===== config.mk =====
export PLATFORM = sky130hd
export DESIGN_NAME = led_pattern_seq
export DESIGN_NICKNAME = d
export VERILOG_FILES = /design/src/rtl/led_pkg.sv /design/src/rtl/key_debounce.sv /design/src/rtl/led_pattern_seq.sv
export SDC_FILE = /design/constraint.sdc
export NUM_CORES = 1
export LEC_CHECK = 0
export ABC_AREA = 1
export BUFFER_PORTS_ARGS = -buffer_cell sky130_fd_sc_hd__buf_4
export CORE_UTILIZATION = 50
export DETAILED_ROUTE_END_ITERATION = 10
export PLACE_DENSITY = 0.77
export SLEW_MARGIN = 20
export SYNTH_ARGS = -nofsm -noshare
export SYNTH_HDL_FRONTEND = slang
export SYNTH_SLANG_ARGS = --single-unit

===== constraint.sdc =====
create_clock -name CLOCK_50 -period 3.05 [get_ports CLOCK_50]
set_input_delay 0.1525 -clock CLOCK_50 [delete_from_list [all_inputs] [get_ports CLOCK_50]]
set_output_delay 0.1525 -clock CLOCK_50 [all_outputs]
set_load 0.02 [all_outputs]

===== src/rtl/led_pkg.sv =====
// Shared types and helpers for the LED pattern sequencer.
package led_pkg;

  typedef enum logic [1:0] {
    MODE_BLINK  = 2'd0,
    MODE_SHIFT  = 2'd1,
    MODE_BOUNCE = 2'd2,
    MODE_COUNT  = 2'd3
  } mode_e;

  typedef enum logic {
    DIR_LEFT  = 1'b0,
    DIR_RIGHT = 1'b1
  } dir_e;

  // Clock cycles per pattern step.
  function automatic int calc_div(input int clk_hz, input int step_hz);
    return clk_hz / step_hz;
  endfunction

  // Consecutive contrary samples needed before the debounced level moves.
  function automatic int calc_deb_cyc(input int clk_hz, input int deb_ms);
    return (clk_hz / 1000) * deb_ms;
  endfunction

  // Every init pattern is zero except possibly bit 0: SHIFT and BOUNCE start
  // with a single lit LED at the LSB, BLINK and COUNT start dark.
  function automatic logic init_lsb(input mode_e m);
    return (m == MODE_SHIFT) || (m == MODE_BOUNCE);
  endfunction

  // Mode sequence wraps 3 -> 0 via natural 2-bit overflow.
  function automatic mode_e next_mode(input mode_e m);
    return mode_e'(m + 2'd1);
  endfunction

endpackage


===== src/rtl/key_debounce.sv =====
// Pushbutton conditioner: 2-flop synchroniser, stability counter and a
// one-cycle press pulse on the released->pressed transition. Generic over
// DEB_CYC so any active-low KEY input can use it.
module key_debounce #(
  parameter int DEB_CYC = 5
) (
  input  logic clk,
  input  logic rst_n,
  input  logic i_key_n,
  output logic o_press
);

  localparam int CW = (DEB_CYC > 1) ? $clog2(DEB_CYC) : 1;
  localparam logic [CW-1:0] CNT_LAST = CW'(DEB_CYC - 1);

  logic          r_sync1;
  logic          r_sync2;
  logic [CW-1:0] r_cnt;
  logic          r_level;
  logic          r_press;

  // Bring the raw key into the clock domain; idle (released) level is 1.
  always_ff @(posedge clk or negedge rst_n) begin
    if (!rst_n) begin
      r_sync1 <= 1'b1;
      r_sync2 <= 1'b1;
    end else begin
      r_sync1 <= i_key_n;
      r_sync2 <= r_sync1;
    end
  end

  // Move the debounced level only after DEB_CYC contrary samples in a row.
  always_ff @(posedge clk or negedge rst_n) begin
    if (!rst_n) begin
      r_cnt   <= '0;
      r_level <= 1'b1;
      r_press <= 1'b0;
    end else begin
      r_press <= 1'b0;
      if (r_sync2 != r_level) begin
        if (r_cnt == CNT_LAST) begin
          r_cnt   <= '0;
          r_level <= r_sync2;
          // Only a fall of the level (key pressed) produces a pulse.
          r_press <= ~r_sync2;
        end else begin
          r_cnt <= r_cnt + CW'(1);
        end
      end else begin
        r_cnt <= '0;
      end
    end
  end

  assign o_press = r_press;

endmodule


===== src/rtl/led_pattern_seq.sv =====
// Green LED bank animator: prescaled step tick, four selectable patterns,
// debounced mode key and a pause input that freezes the animation.
module led_pattern_seq
  import led_pkg::*;
#(
  parameter int CLK_HZ  = 50000000,
  parameter int STEP_HZ = 4,
  parameter int DEB_MS  = 20,
  parameter int LEDS    = 8
) (
  input  logic            CLOCK_50,
  input  logic            RESET_N,
  input  logic            KEY_MODE,
  input  logic            PAUSE,
  output logic [LEDS-1:0] LEDG,
  output logic [1:0]      MODE,
  output logic            STEP_TICK
);

  localparam int DIV     = calc_div(CLK_HZ, STEP_HZ);
  localparam int DEB_CYC = calc_deb_cyc(CLK_HZ, DEB_MS);
  localparam int PW      = $clog2(DIV);
  localparam logic [PW-1:0] PRE_LAST = PW'(DIV - 1);

  logic            w_press;
  logic [LEDS-1:0] w_next_ledg;
  dir_e            w_next_dir;
  mode_e           w_new_mode;
  logic [LEDS-1:0] w_init_ledg;

  logic [LEDS-1:0] r_ledg;
  mode_e           r_mode;
  logic            r_tick;
  logic [PW-1:0]   r_pre;
  dir_e            r_dir;

  key_debounce #(
    .DEB_CYC (DEB_CYC)
  ) u_key_mode (
    .clk     (CLOCK_50),
    .rst_n   (RESET_N),
    .i_key_n (KEY_MODE),
    .o_press (w_press)
  );

  assign w_new_mode  = next_mode(r_mode);
  assign w_init_ledg = {{(LEDS-1){1'b0}}, init_lsb(w_new_mode)};

  // Pattern (and bounce direction) that the next step would load.
  always_comb begin
    w_next_ledg = r_ledg;
    w_next_dir  = r_dir;
    case (r_mode)
      MODE_BLINK: w_next_ledg = ~r_ledg;
      MODE_SHIFT: w_next_ledg = {r_ledg[LEDS-2:0], r_ledg[LEDS-1]};
      MODE_BOUNCE: begin
        if (r_dir == DIR_LEFT) begin
          w_next_ledg = {r_ledg[LEDS-2:0], 1'b0};
          if (w_next_ledg[LEDS-1]) w_next_dir = DIR_RIGHT;
        end else begin
          w_next_ledg = {1'b0, r_ledg[LEDS-1:1]};
          if (w_next_ledg == LEDS'(1)) w_next_dir = DIR_LEFT;
        end
      end
      MODE_COUNT: w_next_ledg = r_ledg + LEDS'(1);
      default:    w_next_ledg = r_ledg;
    endcase
  end

  // Mode/prescaler state machine; a press outranks a coincident step.
  always_ff @(posedge CLOCK_50 or negedge RESET_N) begin
    if (!RESET_N) begin
      r_ledg <= '0;
      r_mode <= MODE_BLINK;
      r_tick <= 1'b0;
      r_pre  <= '0;
      r_dir  <= DIR_LEFT;
    end else if (w_press) begin
      // Honoured even while paused; prescaler restarts so the next step is a
      // full DIV cycles away.
      r_mode <= w_new_mode;
      r_ledg <= w_init_ledg;
      r_pre  <= '0;
      r_dir  <= DIR_LEFT;
      r_tick <= 1'b0;
    end else if (!PAUSE && (r_pre == PRE_LAST)) begin
      r_pre  <= '0;
      r_tick <= 1'b1;
      r_ledg <= w_next_ledg;
      r_dir  <= w_next_dir;
    end else begin
      r_tick <= 1'b0;
      if (!PAUSE) r_pre <= r_pre + PW'(1);
    end
  end

  assign LEDG      = r_ledg;
  assign MODE      = r_mode;
  assign STEP_TICK = r_tick;

endmodule


==> results of run 1 <==
-- area by class of cell --
| cell class | instances | area share, % |
|---|---|---|
| sequential | 60 | 35.74 |
| multi-input combinational | 436 | 48.22 |
| tap | 99 | 2.941 |
| clock buffer | 11 | 3.357 |
| clock inverter | 5 | 0.8913 |
| timing repair buffer | 16 | 2.971 |
| inverter | 66 | 5.882 |
-- synthesized netlist by cell type (4+ instances only) --
cell type	n
nand2_1	166
nor2_1	99
inv_1	62
dfrtp_1	57
nand3_1	53
o21ai_0	23
a21oi_1	18
nor3_1	17
nor2_2	9
xor2_1	9
nand4_1	8
ha_1	7
clkbuf_1	6
buf_2	5
nand2_2	5
inv_2	4
-- power by group through the flow --
| stage | combinational (uW) | sequential [uW] | clock (uW) |
|---|---|---|---|
| after floorplan | 131 | 890 | 0 |
| after global placement | 187 | 900 | 0 |
| after detailed placement | 188 | 901 | 0 |
| after CTS | 192 | 886 | 671 |
| after global routing | 219 | 893 | 716 |
| final | 191 | 887 | 659 |
-- registers in the layout, indices dropped and copies added, names as in the netlist --
register            count
u_key_mode.r_cnt       20
LEDG                    8
MODE                    2
u_key_mode.o_press      1
r_dir                   1
u_key_mode.r_level      1
u_key_mode.r_sync2      1
r_pre                  24
u_key_mode.r_sync1      1
STEP_TICK               1
-- cell usage in the layout (no fill, tap or decap), types with 2 or more instances in the layout --
master / synthesis / final
nor2_4: 3 / 3
nand2_2: 5 / 5
buf_4: 0 / 14
xor2_1: 9 / 9
nor3_1: 17 / 17
dfrtp_1: 57 / 57
clkinv_4: 0 / 2
nor3_2: 2 / 2
nand3_1: 53 / 53
ha_1: 7 / 7
dfstp_2: 3 / 3
nand4_1: 8 / 8
nor2_1: 99 / 99
o21ai_0: 23 / 23
xnor2_1: 3 / 3
nand2_1: 166 / 166
inv_1: 62 / 62
a21oi_1: 18 / 18
dlygate4sd3_1: 0 / 2
clkinvlp_4: 0 / 2
o211ai_1: 2 / 2
inv_2: 4 / 4
clkbuf_8: 0 / 10
nor2_2: 9 / 9
and2_1: 2 / 2
-- timing repair --
item                      4_1_cts  5_1_grt
setup buffers                   0        0
hold buffers                    2        0
hold endpoints to repair       58        0
-- worst max-delay path: cells and delay by family, from the launching register on --
kind / cells / cell delay (ps)
AND/OR/NAND/NOR: 7 / 1200
adder cells (fa/ha/maj): 1 / 230
flip-flops: 1 / 370
-- final timing paths --
path / startpoint / endpoint / slack (ps) / depth (start not counted)
setup / recovery: r_pre[1]$_DFFE_PN0P_ / r_dir$_DFFE_PN0P_ / 1140 / 8
hold / removal: PAUSE / r_dir$_DFFE_PN0P_ / 280 / 6
setup reg to reg: r_pre[1]$_DFFE_PN0P_ / r_dir$_DFFE_PN0P_ / 1140 / 8
hold reg to reg: u_key_mode.r_sync1$_DFF_PN1_ / u_key_mode.r_sync2$_DFF_PN1_ / 360 / 0
max in group asynchronous: RESET_N / STEP_TICK$_DFF_PN0_ / 2120 / 2
min in group asynchronous: RESET_N / r_pre[7]$_DFFE_PN0P_ / 410 / 2
-- cells by family (layout without fill, tap and decap cells) --
family,Yosys count,after routing,synth area share [%]
AO/OA/AOI/OAI,46,46,6.213
XOR/XNOR,12,12,2.733
adder cells (fa/ha/maj),7,7,2.277
buffers and inverters,79,98,8.067
flip-flops,60,60,39.13
AND/OR/NAND/NOR,371,371,41.57
-- routing by layer --
| metal | vias to the layer above | track usage (%) | part of all wire (%) |
|---|---|---|---|
| li1 | 1840 | - | - |
| met1 | 1649 | 30.51 | 46 |
| met2 | 106 | 39.87 | 48 |
| met3 | 21 | 4.315 | 3.9 |
| met4 | 0 | 11.20 | 2.4 |
| met5 | - | 0 | 0 |
-- stage by stage --
step | cells | utilization (%) | instance area (sq um) | hold WS [ps]
final | 693 | 57.45 | 4212 | 283.1
after global routing | 693 | 57.45 | 4212 | 284.6
after CTS | 693 | 57.45 | 4212 | 262.7
after detailed placement | 675 | 54.74 | 4013 | 261.9
after global placement | 675 | 54.74 | 4013 | 260.8
after floorplan | 575 | - | 3846 | -143.1
==> results, run 1 <==
- The run finished with clean final reports.
- In this run, CTS created clock tree buffers numbering 9.
- The setup path with the least slack is of type reg -> reg.
- Subtracting the final worst setup slack from the clock period gives around 1900 ps.
- The clock tree from TritonCTS is yes.
- The number of instances resized during post-cts repair is 0.
- The number of antenna violations at the first check in global routing was 0.
- The floorplan step set the die width to between 80 and 90 um.
- Registers are responsible for between 50% and 60% of the overall power.
- The total via count in the routed design is ~3600.
- The static power due to leakage is about 0.0019 uW.
- The clock network is responsible for 38.0% of the overall power.
- The transition time of the tightest slew-check pin is about 750 ps.
- Wires add up to 8960 um.
- The total standard cell area after synthesis is 3846 sq um.
- The later pin in the worst-skew pair is clocked with a latency of 340 ps.
- The most repeated library cell on the critical path is nand2_1.
- The tool flagged a number of max-cap violations equal to 0.
- For this run, the leading register cell type out of synthesis is dfrtp_1.
- The die is approximately 90 um tall.
- The maximum fanout along the worst path is 15.
- The switching power as a share of total power is 30.03%.
- For this design the total switching power over the nets is between 500 and 600 uW.
- Entering global routing, the biggest net connects 61 pins.
- Summing all multi-input logic gate instances after layout gives 2031 sq um.
- In this run the standard cell core region covers approximately 7300 sq um.
- The number of antenna cells inserted is 0.
- Setup repair after global routing left no endpoint under its margin.
- The synthesized area per cell is 6.689 sq um.
- The clock drives 60 sinks.
- The required time of the worst setup path is roughly 3300 ps.
- IR analysis of the VDD net gives a maximum drop of 276.0 uV.
- The delay of the slowest cell on the worst path is between 300 and 400 ps.
- The number of buffers on the longest clock path is 2.
- The signal on the critical path passes through ha_1 -> nand3_2 -> nor3_1 -> nand2_2 -> nand2_2 -> nand2_1 -> nand2_1 -> nand2_1.
- The final critical-path share of the clock period is roughly 63%.
- Combinational cells account for 11.0% of the total power.
- The number of failing setup endpoints in the final timing report is 0.
- The first-pass GRT wire length is 15680 um.
- The worst slew slack as a fraction of its limit is between 40% and 50%.
- Between clock sinks in the finished design, the worst skew comes to 10.76 ps.
- The filler cells instantiated in the layout total 705.
- Counting distinct cell types in the post-synthesis netlist gives 34.
- The global-route usage over all layers is between 20% and 30%.
- The post-placement worst setup slack is ~1200 ps.
- After synthesis, the cell types taking the most area are dfrtp_1, nand2_1, nor2_1.
- The wire-length estimate of the detail-placed layout is approximately 6600 um.
- The last weighted congestion value of the routability-driven placer is between 0.9 and 1.
- For this design the top-level I/O count stands at 15.
- The power density normalized to cell area is between 400 and 500 nW/um^2.
- The worst setup path is captured at a flop.
- In the final routed layout, each cell accounts on average for about 13 um.
- The clock-pin slew on the worst setup and hold paths is around 80 ps.
- The worst path setup slack after routing is between 1000 and 1500 ps.
- At the worst endpoint, the arrival time is 2140 ps.
- Cell internal power was estimated by the tool at approximately 1200 uW.
- The final hold violation count was 0.
- The maximum level of the CTS H-tree is 3.
- The synthesized netlist net count is 586.
- In this run the biggest area consumer among cell types represents 37.09% of the synthesized area.
- The proportion of register bits with asynchronous set or reset after synthesis is between 90% and 100%.
- The cell row count is 31.
- The post-route total power is ~1700 uW.
- The cell taking the most area after synthesis is dfrtp_1.
- The starting density of the core is around 52%.
- In the final layout, flip-flops and latches occupy ~1500 sq um.
- The number of nets with antenna violations after routing is 0.
- In this run the tool buffered the top-level ports with 14 buffer cells.
- Counting flops with a built-in enable in the synthesized netlist gives 0.
- Based on the critical path, the design can be clocked at up to 523.3 MHz.
- The die covers 8047 sq um.
- Counting every instance in the synthesized netlist gives about 580.
- The detail-routed via count per cell is about 5.2.
- In this run, synthesis produced a sequential element count of 60.
- The proportion of layout cells with a drive suffix above 1 is around a tenth.
- The count of nets after finishing is 600.
- The number of global-route vias before repair is 3525.
- The aggregate negative setup slack is 0 ps.
- For this run the aggregate overflow at the end of global routing stands at 0.
- The master of the slowest instance on the critical path is dfrtp_1.
- Yosys printed 0 warnings.
- The post-synthesis to final-layout area growth is 9.499%.
- The length of the first detailed-routing pass in iterations is 6.
- The worst hold path belongs to the class in -> reg.
- The detailed router finished its first iteration with between 200 and 250 violations.
- The max-slew violation count came to 0.
- The post-route DRC violation count is 0.
- The root buffer cell is clkbuf_8.
- STA classifies the critical path startpoint as a flop.
- The sequential share of the synthesized area is a little under 40%.
(Power assumes the default switching activity.)
==> inputs of run 2 (changes only) <==
--- a/config.mk
+++ b/config.mk
@@ -9,7 +9,7 @@
 export BUFFER_PORTS_ARGS = -buffer_cell sky130_fd_sc_hd__buf_4
 export CORE_UTILIZATION = 50
 export DETAILED_ROUTE_END_ITERATION = 10
-export PLACE_DENSITY = 0.77
+export PLACE_DENSITY = 0.79
 export SLEW_MARGIN = 20
 export SYNTH_ARGS = -nofsm -noshare
 export SYNTH_HDL_FRONTEND = slang
==> constraint.sdc (replaced) <==
create_clock -name CLOCK_50 -period 1.68 [get_ports CLOCK_50]
set_input_delay 0.084 -clock CLOCK_50 [delete_from_list [all_inputs] [get_ports CLOCK_50]]
set_output_delay 0.084 -clock CLOCK_50 [all_outputs]
set_load 0.02 [all_outputs]
==> run 2 against run 1 <==
  * Core utilization grew 3.2 points
  * Fmax grew 18%
  * Power grew 94%
  * Flip-flop and latch count is the same
  * First-iteration DRC count grew 17%
  * Die area is the same
  * Sequential share of layout area shrank 1.9 points
  * Final area grew 5.6%
  * Combinational power grew 110%
  * Wire length grew 7.5%
  * Sequential power grew 84%
==> results, run 2 (same netlist as run 1, synthesis figures left out) <==
- The starting density of the core came to 52.47% (unchanged).
- The flip-flop count of the largest register after layout was 24 (unchanged).
- Ordered cell list for the critical path: ha_4 -> nand2_2 -> nor2_4 -> nand2_1 -> nor2_2 -> nand3_2 -> or2_1 -> nand2_1 -> inv_1 (was ha_1 -> nand3_2 -> nor3_1 -> nand2_2 -> nand2_2 -> nand2_1 -> nand2_1 -> nand2_1).
- The horizontal extent of the die is 89.71 um (unchanged).
- The reg-to-reg critical path endpoint was u_key_mode.r_level$_DFFE_PN1P_ (was r_dir$_DFFE_PN0P_).
- The maximum fanout along the worst path is 3 (was 15).
- The number of global-route vias before repair came to 3568 (was 3525).
- The worst setup slack for register-to-register paths came to 60 ps (was 1140 ps).
- The last element of the critical path is u_key_mode.r_level$_DFFE_PN1P_ (was r_dir$_DFFE_PN0P_).
- The transition time of the tightest slew-check pin is 474.4 ps (was 754.9 ps).
- The overall overflow remaining after global route was 0 (unchanged).
- The gate family responsible for the most delay along the worst path is simple AND/OR/NAND/NOR gates (unchanged).
- The share of power burned in combinational logic is 11.7% (was 11.0%).
- The required time of the worst setup path is 1960 ps (was 3280 ps).
- The final hold violation count is 0 (unchanged).
- The first-pass GRT wire length is 15970 um (was 15680 um).
- The number of port buffers is 14 (unchanged).
- The post-route cell area is 4449 sq um (was 4212 sq um).
- The last weighted congestion value of the routability-driven placer is 0.9716 (was 0.9664).
- The worst slew slack as a fraction of its limit is 68.37% (was 49.67%).
- The register with the most flip-flops is r_pre (unchanged).
- The worst path setup slack after routing is 55.71 ps (was 1139 ps).
- The final worst hold slack came to 190.0 ps (was 283.1 ps).
- The length of the first detailed-routing pass in iterations came to 5 (was 6).
- Outcome: completed (unchanged).
- The total via count in the routed design is 3787 (was 3616).
- The number of antenna violations at the first check in global routing came to 0 (unchanged).
- The setup clock skew after layout is 9.058 ps (was 10.76 ps).
- The die height is 89.71 um (unchanged).
- The post-layout minimum cycle time came to 1624 ps (was 1911 ps).
- The clock-pin slew on the worst setup and hold paths was 70 ps (was 80 ps).
- The total stage count of the critical path came to 9 (was 8).
- The global-route usage over all layers is 24.42% (was 24.06%).
- The class of the most critical hold timing path was in -> reg (unchanged).
- The detail-routed via count per cell is 5.334 (was 5.218).
- The maximum level of the CTS H-tree is 3 (unchanged).
- The area of the die is 8047 sq um (unchanged).
- The startpoint of the worst-slack reg-to-reg timing path was u_key_mode.r_cnt[0]$_DFF_PN0_ (was r_pre[1]$_DFFE_PN0P_).
- The number of antenna cells inserted came to 0 (unchanged).
- The detailed placement HPWL was 6596 um (was 6599 um).
- The data arrival time of the worst path is 1900 ps (was 2140 ps).
- The TritonCTS buffer count is 9 (unchanged).
- The number of cells on the worst reg-to-reg path is 9 (was 8).
- The critical path launch point type is a flop (unchanged).
- The final critical-path share of the clock period was 96.68% (was 62.66%).
- The post-placement worst setup slack is 39.78 ps (was 1168 ps).
- The power density normalized to cell area is 758.9 nW/um^2 (was 412.3 nW/um^2).
- The total placed instance area is 4120 sq um (was 4013 sq um).
- The count of nets after finishing is 617 (was 600).
- The clock insertion delay at the later pin of the skew report was 340 ps (about the same).
- The met2 layer usage reported by global route is 39.49% (was 39.87%).
- The post-synthesis to final-layout area growth is 15.68% (was 9.499%).
- The master of the slowest instance on the critical path is dfrtp_1 (unchanged).
- The total wire length was 9631 um (was 8960 um).
- The switching power as a share of total power came to 28.34% (was 30.03%).
- The met3 usage was 3.553% (was 4.315%).
- The internal cell power is 2420 uW (was 1215 uW).
- The average wire per standard cell is 13.56 um (was 12.93 um).
- The static power due to leakage is 0.001954 uW (was 0.001852 uW).
- The most common cell after layout, fill and taps aside is nand2_1 (unchanged).
- The number of buffers on the longest clock path is 2 (unchanged).
- The clock net sink count is 60 (unchanged).
- The fmax is 615.7 MHz (was 523.3 MHz).
- The post-route DRC violation count is 0 (unchanged).
- The root buffer cell is clkbuf_8 (unchanged).
- The DRC marker count from the first detailed-route iteration came to 238 (was 204).
- The number of nets with antenna violations after routing is 0 (unchanged).
- The most congested layer reported by global routing is met2 (unchanged).
- The cell row count is 31 (unchanged).
- The clock share of power is 40.1% (was 38.0%).
- The number of failing setup endpoints in the final timing report was 0 (unchanged).
- The max capacitance violation total is 0 (unchanged).
- The number of buffers and inverters on the critical path was 1 (was 0).
- The worst IR drop on VDD is 436.0 uV (was 276.0 uV).
- The clock tree from TritonCTS was yes (unchanged).
- The max-slew violation count was 0 (unchanged).
- The most repeated library cell on the critical path is nand2_1 (unchanged).
- The met1 capacity usage during global routing is 32.19% (was 30.51%).
- The power share of the sequential group is 48.2% (was 51.1%).
- The maximum number of pins on one net before global-route repair was 32 (was 61).
- The kind of critical path is reg -> reg (unchanged).
- The core region area was 7331 sq um (unchanged).
- The element type at the critical path end was a flop (unchanged).
- The net switching power figure is 956.8 uW (was 521.4 uW).
- The origin of the worst setup path is u_key_mode.r_cnt[0]$_DFF_PN0_ (was r_pre[1]$_DFFE_PN0P_).
- The top-level I/O count is 15 (unchanged).
- Leading cell types in the layout, fill and taps excluded: nand2_1, nor2_1, inv_1 (unchanged).
- The proportion of layout cells with a drive suffix above 1 came to 13.91% (was 9.596%).
- The delay of the slowest cell on the worst path came to 400 ps (was 370 ps).
run 2: cell types whose count changed in the layout (fill, tap and decap cells not counted), sizes merged:
| cell | before | now |
|---|---|---|
| clkbuf | 11 | 14 |
| buf | 14 | 31 |
| bufinv | 0 | 1 |
| clkinv | 3 | 1 |
| clkinvlp | 2 | 0 |
run 2: stage by stage:
stage                     instances  TNS (ps)  power [uW]  utilization (%)
after floorplan                 575         0        1854                -
after CTS                       704         0        3336            59.17
after global placement          686         0        1979            56.20
final                           710         0        3377            60.69
after detailed placement        686         0        1989            56.20
after global routing            710    -17.46        3514            60.69
run 2: cell type report:
cell class	count	area (sq um)
clock buffers	14	162.7
clock inverters	2	35.03
fillers	640	2882
inverters	66	247.7
multi-input cells	436	2096
flip-flops and latches	60	1506
well taps	99	123.9
repair buffers	33	277.8
run 2: worst min-delay path by stage:
| stage | end | depth (start not counted) | from |
|---|---|---|---|
| floorplan | LEDG[0]$_DFFE_PN0P_ | 0 | RESET_N |
| global placement | r_pre[7]$_DFFE_PN0P_ | 1 | RESET_N |
| detailed placement | r_pre[7]$_DFFE_PN0P_ | 1 | RESET_N |
| CTS | r_dir$_DFFE_PN0P_ | 6 | PAUSE |
| global route | r_pre[17]$_DFFE_PN0P_ | 4 | PAUSE |
| finish | r_pre[0]$_DFFE_PN0P_ | 4 | PAUSE |
run 2: power groups by stage:
stage / Clock (uW) / Combinational (uW) / Sequential, uW
floorplan: 0 / 238 / 1620
global route: 1420 / 451 / 1640
CTS: 1360 / 361 / 1610
finish: 1360 / 395 / 1630
global placement: 0 / 345 / 1630
detailed placement: 0 / 351 / 1640
run 2: worst min-delay path, cell delays in order:
cell	delay, ps
buf_4	100
inv_1	60
nand3_2	160
a21oi_1	90
run 2: repair_timing:
action,CTS,global route
hold buffers,2,0
setup endpoints to repair,0,45
setup buffers,0,6
endpoints found under the hold margin,31,0
resized for setup,0,17
run 2: routing by layer:
metal | vias up | wire length [um]
li1 | 1869 | -
met1 | 1735 | 4244
met2 | 157 | 4531
met3 | 26 | 615
met4 | 0 | 240
met5 | - | 0
